$ cat src/rtl/dragonfang_pkg.sv
// Shared vector-unit types: division control word, sequencer states and SEW helpers.
package dragonfang_pkg;

  localparam int DEFAULT_VLEN    = 512;
  localparam int DATAPATH_WIDTH  = 64;
  localparam int VRF_CHUNK_COUNT = DEFAULT_VLEN / DATAPATH_WIDTH;

  typedef enum logic [1:0] {
    SEW_8,
    SEW_16,
    SEW_32,
    SEW_64
  } sew_t;

  typedef enum logic [1:0] {
    DIV_OP_DIVU,
    DIV_OP_DIV,
    DIV_OP_REMU,
    DIV_OP_REM
  } division_op_t;

  typedef struct packed {
    division_op_t op;
    sew_t         sew;
  } execution_vector_t;

  typedef enum logic [2:0] {
    DIV_SEQ_IDLE,
    DIV_SEQ_READ,
    DIV_SEQ_EXECUTE,
    DIV_SEQ_WRITE,
    DIV_SEQ_DONE
  } division_sequencer_state_t;

  function automatic logic [3:0] get_sew_bytes(input execution_vector_t execution_vector);
    case (execution_vector.sew)
      SEW_8:   return 4'd1;
      SEW_16:  return 4'd2;
      SEW_32:  return 4'd4;
      default: return 4'd8;
    endcase
  endfunction

endpackage

$ cat src/rtl/vector_tail_mask_generator.sv
// Per-byte write enable for one 64-bit chunk: a byte is live iff its absolute
// byte offset within the register lies below total_bytes.
module vector_tail_mask_generator #(
  parameter int TOTAL_BYTES_WIDTH = 7,
  parameter int CHUNK_INDEX_WIDTH = 3
) (
  input  logic [TOTAL_BYTES_WIDTH-1:0] total_bytes,
  input  logic [CHUNK_INDEX_WIDTH-1:0] chunk,
  output logic [7:0]                   byte_mask
);

  localparam int COMPARE_WIDTH = (CHUNK_INDEX_WIDTH + 4 > TOTAL_BYTES_WIDTH) ?
                                 CHUNK_INDEX_WIDTH + 4 : TOTAL_BYTES_WIDTH;

  logic [COMPARE_WIDTH-1:0] chunk_base;

  always_comb begin
    byte_mask  = '0;
    chunk_base = COMPARE_WIDTH'({chunk, 3'b000});
    for (int b = 0; b < 8; b++) begin
      byte_mask[b] = (chunk_base + COMPARE_WIDTH'(b)) < COMPARE_WIDTH'(total_bytes);
    end
  end

endmodule

$ cat src/rtl/vector_division_sequencer.sv
// Issue/writeback sequencer around the combinational vector_division_unit:
// walks vs2/vs1 in 64-bit chunks (read, execute, write) and pulses done at the end.
module vector_division_sequencer
  import dragonfang_pkg::*;
#(
  parameter int VLEN                   = DEFAULT_VLEN,
  parameter int CHUNK_WIDTH            = DATAPATH_WIDTH,
  parameter int REGISTER_ADDRESS_WIDTH = 5,
  localparam int VL_WIDTH              = $clog2(VLEN / 8) + 1,
  localparam int CHUNK_INDEX_WIDTH     = $clog2(VLEN / CHUNK_WIDTH)
) (
  input  logic                              clock,
  input  logic                              reset,
  input  logic                              issue_valid,
  output logic                              issue_ready,
  input  execution_vector_t                 issue_execution_vector,
  input  logic [REGISTER_ADDRESS_WIDTH-1:0] issue_vs2_address,
  input  logic [REGISTER_ADDRESS_WIDTH-1:0] issue_vs1_address,
  input  logic [REGISTER_ADDRESS_WIDTH-1:0] issue_vd_address,
  input  logic [VL_WIDTH-1:0]               issue_vl,
  output logic [REGISTER_ADDRESS_WIDTH-1:0] vrf_vs2_address,
  output logic [REGISTER_ADDRESS_WIDTH-1:0] vrf_vs1_address,
  output logic [CHUNK_INDEX_WIDTH-1:0]      vrf_read_chunk,
  input  logic [CHUNK_WIDTH-1:0]            vrf_vs2_data,
  input  logic [CHUNK_WIDTH-1:0]            vrf_vs1_data,
  output execution_vector_t                 div_execution_vector,
  output logic [CHUNK_WIDTH-1:0]            div_vs2,
  output logic [CHUNK_WIDTH-1:0]            div_vs1,
  input  logic [CHUNK_WIDTH-1:0]            div_vd,
  output logic                              vrf_write_enable,
  output logic [REGISTER_ADDRESS_WIDTH-1:0] vrf_write_address,
  output logic [CHUNK_INDEX_WIDTH-1:0]      vrf_write_chunk,
  output logic [CHUNK_WIDTH-1:0]            vrf_write_data,
  output logic [7:0]                        vrf_write_byte_mask,
  output logic                              done
);

  localparam int TOTAL_BYTES_WIDTH = VL_WIDTH;
  localparam int CHUNK_COUNT_WIDTH = CHUNK_INDEX_WIDTH + 1;

  division_sequencer_state_t state, next_state;

  execution_vector_t                 execution_vector_q;
  logic [REGISTER_ADDRESS_WIDTH-1:0] vs2_address_q, vs1_address_q, vd_address_q;
  logic [TOTAL_BYTES_WIDTH-1:0]      total_bytes_q;
  logic [CHUNK_COUNT_WIDTH-1:0]      chunk_count_q;
  logic [CHUNK_INDEX_WIDTH-1:0]      chunk_q;
  logic [CHUNK_WIDTH-1:0]            result_q;

  logic [TOTAL_BYTES_WIDTH-1:0]      sew_bytes;
  logic [VL_WIDTH-1:0]               max_elements;
  logic [VL_WIDTH-1:0]               effective_vl;
  logic [TOTAL_BYTES_WIDTH-1:0]      issue_total_bytes;
  logic [TOTAL_BYTES_WIDTH:0]        rounded_bytes;
  logic [CHUNK_COUNT_WIDTH-1:0]      issue_chunk_count;
  logic                              last_chunk;
  logic [7:0]                        tail_mask;

  // Clamp vl to one register's worth of elements, then size the walk in chunks.
  always_comb begin
    sew_bytes = TOTAL_BYTES_WIDTH'(get_sew_bytes(issue_execution_vector));
    case (issue_execution_vector.sew)
      SEW_8:   max_elements = VL_WIDTH'(VLEN / 8);
      SEW_16:  max_elements = VL_WIDTH'(VLEN / 16);
      SEW_32:  max_elements = VL_WIDTH'(VLEN / 32);
      default: max_elements = VL_WIDTH'(VLEN / 64);
    endcase
    effective_vl      = (issue_vl < max_elements) ? issue_vl : max_elements;
    issue_total_bytes = effective_vl * sew_bytes;
    rounded_bytes     = {1'b0, issue_total_bytes} + (TOTAL_BYTES_WIDTH + 1)'(7);
    issue_chunk_count = CHUNK_COUNT_WIDTH'(rounded_bytes >> 3);
  end

  assign last_chunk = (CHUNK_COUNT_WIDTH'(chunk_q) + CHUNK_COUNT_WIDTH'(1)) == chunk_count_q;

  vector_tail_mask_generator #(
    .TOTAL_BYTES_WIDTH(TOTAL_BYTES_WIDTH),
    .CHUNK_INDEX_WIDTH(CHUNK_INDEX_WIDTH)
  ) u_tail_mask (
    .total_bytes(total_bytes_q),
    .chunk      (chunk_q),
    .byte_mask  (tail_mask)
  );

  always_ff @(posedge clock) begin
    if (reset) state <= DIV_SEQ_IDLE;
    else       state <= next_state;
  end

  always_ff @(posedge clock) begin
    if (reset) begin
      execution_vector_q <= '0;
      vs2_address_q      <= '0;
      vs1_address_q      <= '0;
      vd_address_q       <= '0;
      total_bytes_q      <= '0;
      chunk_count_q      <= '0;
      chunk_q            <= '0;
      result_q           <= '0;
    end else begin
      case (state)
        DIV_SEQ_IDLE: begin
          if (issue_valid) begin
            execution_vector_q <= issue_execution_vector;
            vs2_address_q      <= issue_vs2_address;
            vs1_address_q      <= issue_vs1_address;
            vd_address_q       <= issue_vd_address;
            total_bytes_q      <= issue_total_bytes;
            chunk_count_q      <= issue_chunk_count;
            chunk_q            <= '0;
          end
        end
        DIV_SEQ_EXECUTE: result_q <= div_vd;
        DIV_SEQ_WRITE: begin
          if (!last_chunk) chunk_q <= chunk_q + CHUNK_INDEX_WIDTH'(1);
        end
        default: ;
      endcase
    end
  end

  // Outputs are forced quiet while reset is held so an abort never leaks a write.
  always_comb begin
    next_state           = state;
    issue_ready          = 1'b0;
    vrf_vs2_address      = '0;
    vrf_vs1_address      = '0;
    vrf_read_chunk       = '0;
    div_execution_vector = '0;
    div_vs2              = '0;
    div_vs1              = '0;
    vrf_write_enable     = 1'b0;
    vrf_write_address    = '0;
    vrf_write_chunk      = '0;
    vrf_write_data       = '0;
    vrf_write_byte_mask  = '0;
    done                 = 1'b0;
    if (!reset) begin
      case (state)
        DIV_SEQ_IDLE: begin
          issue_ready = 1'b1;
          if (issue_valid) begin
            next_state = (issue_chunk_count == '0) ? DIV_SEQ_DONE : DIV_SEQ_READ;
          end
        end
        DIV_SEQ_READ: begin
          vrf_vs2_address = vs2_address_q;
          vrf_vs1_address = vs1_address_q;
          vrf_read_chunk  = chunk_q;
          next_state      = DIV_SEQ_EXECUTE;
        end
        DIV_SEQ_EXECUTE: begin
          div_execution_vector = execution_vector_q;
          div_vs2              = vrf_vs2_data;
          div_vs1              = vrf_vs1_data;
          next_state           = DIV_SEQ_WRITE;
        end
        DIV_SEQ_WRITE: begin
          vrf_write_enable    = 1'b1;
          vrf_write_address   = vd_address_q;
          vrf_write_chunk     = chunk_q;
          vrf_write_data      = result_q;
          vrf_write_byte_mask = tail_mask;
          next_state          = last_chunk ? DIV_SEQ_DONE : DIV_SEQ_READ;
        end
        DIV_SEQ_DONE: begin
          done       = 1'b1;
          next_state = DIV_SEQ_IDLE;
        end
        default: next_state = DIV_SEQ_IDLE;
      endcase
    end
  end

endmodule

$ cat config.mk
export PLATFORM = sky130hd
export DESIGN_NAME = vector_division_sequencer
export DESIGN_NICKNAME = d
export VERILOG_FILES = /design/src/rtl/dragonfang_pkg.sv /design/src/rtl/vector_tail_mask_generator.sv /design/src/rtl/vector_division_sequencer.sv
export SDC_FILE = /design/constraint.sdc
export NUM_CORES = 1
export LEC_CHECK = 0
export ABC_AREA = 1
export BUFFER_PORTS_ARGS = -buffer_cell sky130_fd_sc_hd__buf_4
export CORE_AREA = 2 2 175 177
export DETAILED_ROUTE_END_ITERATION = 6
export DIE_AREA = 0 0 177 179
export PLACE_DENSITY_LB_ADDON = 0.05
export SETUP_SLACK_MARGIN = 0.1
export SKIP_CTS_REPAIR_TIMING = 1
export SLEW_MARGIN = 0
export SYNTH_ARGS = -nofsm -noshare
export SYNTH_HDL_FRONTEND = slang
export SYNTH_HIERARCHICAL = 1
export SYNTH_SLANG_ARGS = --single-unit
$ cat constraint.sdc
create_clock -name clock -period 7 [get_ports clock]
set_input_delay 1.4 -clock clock [delete_from_list [all_inputs] [get_ports clock]]
set_output_delay 1.4 -clock clock [all_outputs]
set_load 0.05 [all_outputs]
Word level (Yosys, flattened, before mapping). Cells that the tools add are included.

Memory bits (writable): 0. Memories: 0. Register bits after elaboration: 100. ROM bits: 0. Bits in latches: 0.

Bitwise gates (word level): 0. Shift operators: 0. Equality and inequality tests: 9. $add $sub $neg: 10. Magnitude comparators: 9. Mux-type cells: 36. Reduce and logical (&&, ||, !) cells: 6. Divide/modulo/power cells: 0. $mul: 1.

Operators by type and width (count): $mux W64 (6); $lt A7 B7 Y1 (8); $mux W5 (6); $add A6 B3 Y7 const B (4); $mux W3 (9); $pmux W7 S3 (1); $mux W8 (2); $add A6 B2 Y7 const B (2); $pmux W3 S4 (1); $pmux W4 S3 (1); $mux W4 (2); $add A6 B1 Y7 const B (1); $add A7 B3 Y7 const B (1); $lt A6 B7 Y1 (1); $mul A7 B4 Y7 (1); $mux W7 (1); $eq A3 B2 Y1 const B (2); $mux W1 (6); $pmux W3 S2 (1); $add A3 B1 Y4 const B (1); $eq A4 B4 Y1 (1); $logic_not A4 Y1 (1); $ne A2 B2 Y1 const B (2); $add A3 B1 Y3 const B (1); other kinds (9) (9).

Logic depth before layout (Yosys ltp).
Depth in word-level cells: 10. Depth in mapped cells: 30. Mapped depth without buffers: 30.

By module. Netlist, hierarchy kept.

Modules (own cells, without submodules): vector_division_sequencer (cells an instance 1049, seq. area each 2001.9 um^2, times used 1, area an instance 6227.2 um^2); vector_tail_mask_generator (cells an instance 49, seq. area each 0.0 um^2, times used 1, area an instance 256.5 um^2).

Worst setup path after synthesis. OpenSTA, ideal clock, no wires.

Kind: input to register. From: input port issue_execution_vector[1] (netlist bit). To: register state[0]. Arrival time: 5.278 ns. Setup slack: 1.595 ns. Cell stages on the path: 23. Data required time: 6.873 ns. Setup time: 0.127 ns. Buffers on the path: 0. Path through: nor2_1 > inv_1 > ha_1 > a21oi_4 > nand2_1 > inv_1 > nand2_1 > inv_1 > nand2_1 > fa_1 > inv_1 > fa_1 > fa_1 > xor2_1 > inv_1 > nor2_1 > nand3_4 > clkinv_1 > nor2_1 > nor2_2 > nand3_1 > nand2_1 > a21oi_1.

Longest elaborated chain between the ends: 10. Elaborated cells on any way between the ends: 13. Classes of those cells: add/sub (1); mul (1); order compare (1); eq/ne (2); mux (6); reduce/logical (2).

Ends and longest elaborated chain: start: declaration (line vector_division_sequencer.sv:16) `input execution_vector_t issue_execution_vector,`; $eq A2 B2 Y1 (tied with other cells) (line dragonfang_pkg.sv:36, vector_division_sequencer.sv:62); $pmux W7 S3 (line vector_division_sequencer.sv:62) `case (issue_execution_vector.sew)`; $lt A7 B7 Y1 (line vector_division_sequencer.sv:68) `effective_vl = (issue_vl < max_elements) ? issue_vl : max_elements;`; $mux W7 (line vector_division_sequencer.sv:68); $mul A7 B4 Y7 * (line vector_division_sequencer.sv:69) `issue_total_bytes = effective_vl * sew_bytes;`; $add A7 B3 Y7 * (line vector_division_sequencer.sv:70) `rounded_bytes = {1'b0, issue_total_bytes} + (TOTAL_BYTES_WIDTH + 1)'(7);`; $logic_not A4 Y1 * (line vector_division_sequencer.sv:143) `next_state = (issue_chunk_count == '0) ? DIV_SEQ_DONE : DIV_SEQ_READ;`; $mux W3 * (line vector_division_sequencer.sv:143); $mux W3 * (line vector_division_sequencer.sv:142) `if (issue_valid) begin`; $pmux W3 S4 * (line vector_division_sequencer.sv:139) `case (state)`; end signal: assignment (line vector_division_sequencer.sv:87) `else state <= next_state;`; end: declaration (line vector_division_sequencer.sv:41) `division_sequencer_state_t state, next_state;`.

Every way passes the cells marked *; elsewhere a longest branch is shown, timed or not. The select of a mux whose other input is x is not followed. A chain may end at the register's enable or synchronous reset.

Final worst setup path. Ends and elaborated chain as after synthesis.

==> impl_metrics.py <==
metrics = {
    "status": {
        "status": "completed",
    },
    "worst_setup_path": {
        "critPathArrivalTime_ns": 5.87,
        "crit_slowest_cell": "fa_1",
        "path_class": "in2reg",
        "worstSetupEndpointType": "flop",
        "rrSetupSlack_ns": 4.60,
        "reg2reg_depth": 7,
        "cp-start-kind": "primary input",
        "cp.required_ns": 7.24,
        "crit_top_cell": "inv_1",
        "r2r_start": "state[0]$_SDFFE_PP0P_",
        "cp_slowest_stage_delay_ns": 0.53,
        "path_cells": "buf_4 -> nor2_1 -> inv_1 -> ha_1 -> a21oi_4 -> nand2_1 -> inv_1 -> nand2_1 -> inv_1 -> nand2_1 -> fa_1 -> inv_1 -> fa_1 -> fa_1 -> xor2_1 -> inv_1 -> nor2_1 -> nand3_4 -> clkinv_1 -> nor2_1 -> nor2_2 -> nand3_1 -> nand2_1 -> a21oi_1",
        "cp_max_fo": 5,
        "critPathLaunch": "issue_execution_vector[1]",
        "r2r_end": "chunk_q[2]$_SDFFE_PP0P_",
        "crit_end": "state[0]$_SDFFE_PP0P_",
    },
    "floorplanning": {
        "die-area_mm2": 0.0317,
        "dieHeight_um": 179,
        "start_util_pct": 21.6,
        "core_area_mm2": 0.0300,
        "io-pin-count": 449,
        "row_count": 64,
        "die_w_um": 177,
    },
    "timing": {
        "slew_headroom_pct": 35.7,
        "post-route-period-util_pct": 80.5,
        "fin_crit_ns": 5.64,
        "whs_ns": 0.456,
        "fmax_ghz": 0.177,
        "maxSlewViolCount": 0,
        "fin_skew_ns": 0.0198,
        "finalSetupViolations": 0,
        "final.setup.tns_ns": 0,
        "max_slew.worst_pin.slew_ns": 0.964,
        "rsz0062_at_grt": "no",
        "hold_violations": 0,
    },
    "logic_synthesis": {
        "avgSynthCellArea_um2": 5.91,
        "synth_top_area_share_pct": 30.9,
        "ys.flop_type": "dfxtp_1",
        "synth_fp_nets": 1342,
        "syn-instance-count": 1098,
        "synthMostInstantiatedCell": "nor2_1",
        "synth-seq-cells": 100,
        "ys_seq_area_share_pct": 30.9,
        "synthTopCellsByCount": "nor2_1 (382), inv_1 (205), nand2_1 (111), dfxtp_1 (100), o21ai_0 (92)",
        "ys.warnings.count": 6,
        "synth-edff-count": 0,
        "netlist_area_mm2": 0.00648,
        "async_reset_ff_share_pct": 0,
        "ys_types": 36,
        "synth_area_leaders": "dfxtp_1 (31%), nor2_1 (22%), inv_1 (12%)",
        "synth_top_cell_by_area": "dfxtp_1",
    },
    "detailed_routing": {
        "routed_wl_um": 31200,
        "drc_errors": 0,
        "wl_per_cell_um": 16.4,
        "dr.pass1.iters": 5,
        "ant_nets": 0,
        "viasPerCell": 4.09,
        "detail_route.iter0.violations": 324,
        "num_vias": 7785,
    },
    "global_route": {
        "grt_pass1_wl_um": 44700,
        "overflow": 0,
        "track_usage_pct": 18.7,
        "grt_start_max_net_pins": 97,
        "grt_pass1_vias": 7412,
        "antenna_found_initial": 1,
    },
    "placed_design": {
        "port_buffers": 448,
        "place_hpwl_um": 23800,
        "finalWeightedCongestion": 0.805,
    },
    "clock_tree": {
        "clkTransAtPathRegs_ns": 0.08,
        "tritoncts": "yes",
        "cts_sinks": 100,
        "cts_buffer_depth": 2,
        "numCtsBuffers": 9,
        "clockRootBuffer": "clkbuf_16",
        "htree_levels": 3,
        "clkLatencyLatePin_ns": 0.37,
    },
    "cells_and_area": {
        "syn_to_final_growth_pct": 61.3,
        "fillers": 3364,
        "final_nets": 1745,
        "multi_input_area_mm2": 0.00345,
        "regArea_mm2": 0.00200,
        "drive_gt1_share_pct": 33.9,
        "fin_util_pct": 34.8,
    },
    "power_and_ir_drop": {
        "powerDensity_mw_per_mm2": 233,
        "p_leak_nw": 5.88,
        "totalPowerFinal_mw": 2.44,
        "ir_drop_uv": 109,
    },
    "min_path": {
        "hp-start": "vs1_address_q[1]$_SDFFE_PP0P_",
        "hold_class": "reg2reg",
    },
    "job": {
        "maxCapViolations": 0,
    },
}
## sequential cells by signal, indices dropped and copies added (netlist names)
register and count:
chunk_count_q 4, chunk_q 3, execution_vector_q 4, result_q 64, state 3, total_bytes_q 7
vd_address_q 5, vs1_address_q 5, vs2_address_q 5
## metrics by stage
stage	area, um^2	instances	setup WS (ns)
final	10500	1903	1.36
after global routing	10500	1902	0.925
after CTS	10500	1902	1.37
after detailed placement	10100	1886	0.996
after global placement	10100	1886	1.07
after floorplan	6480	1098	1.59
## layer usage
layer	track usage (%)	routed length (um)	vias to the layer above
li1	-	-	4050
met1	23.1	12900	3428
met2	31.1	14900	291
met3	6.68	3070	16
met4	3.89	326	0
met5	0	0	-
## layout by cell type, fill, tap and decap left out, drive strengths merged, types with 16 or more instances in the layout
cell type and count:
nand3 28, buf 455, nor3 17, ha 16, inv 211, nor2 386
a21oi 31, nand2 128, o21ai 94, dfxtp 100
## how the worst min path moves through the flow
stage / end / slack (ns) / cells after the start
2_1_floorplan: execution_vector_q[2]$_SDFFE_PP0P_ / 0.43 / 2
3_3_place_gp: vs1_address_q[0]$_SDFFE_PP0P_ / 0.44 / 2
3_5_place_dp: vs2_address_q[3]$_SDFFE_PP0P_ / 0.45 / 2
4_1_cts: vs2_address_q[3]$_SDFFE_PP0P_ / 0.46 / 2
5_1_grt: vs2_address_q[3]$_SDFFE_PP0P_ / 0.47 / 2
6_report: vs1_address_q[1]$_SDFFE_PP0P_ / 0.46 / 2
## final cells by class
| cell class | count | area share [%] |
|---|---|---|
| multi-input cells | 726 | 33.0 |
| clock buffers | 9 | 2.15 |
| well taps | 396 | 4.74 |
| flip-flops and latches | 100 | 19.1 |
| repair buffers | 455 | 32.7 |
| diodes | 1 | 0.0239 |
| clock inverters | 7 | 0.766 |
| inverters | 209 | 7.50 |
## cells by family after synthesis
family | Yosys count | share of synthesized area (%)
AND/OR/NAND/NOR | 562 | 35.6
adder cells (fa/ha/maj) | 23 | 5.25
buffers and inverters | 272 | 16.2
AO/OA/AOI/OAI | 135 | 11.3
XOR/XNOR | 6 | 0.810
flip-flops | 100 | 30.9
## power breakdown
part	internal, mW	switching [mW]
clock network	0.255	0.278
logic	0.341	0.759
registers	0.727	0.0773
total	1.32	1.11
## critical path: cells and delay by family
kind | cells | cell delay [ns]
adders and majority gates | 4 | 1.87
and+or+nand+nor | 10 | 1.33
buffers and inverters | 7 | 0.76
AOI/OAI and AO/OA | 2 | 0.28
xor gates and xnor gates | 1 | 0.20
(Power assumes the default switching activity.)
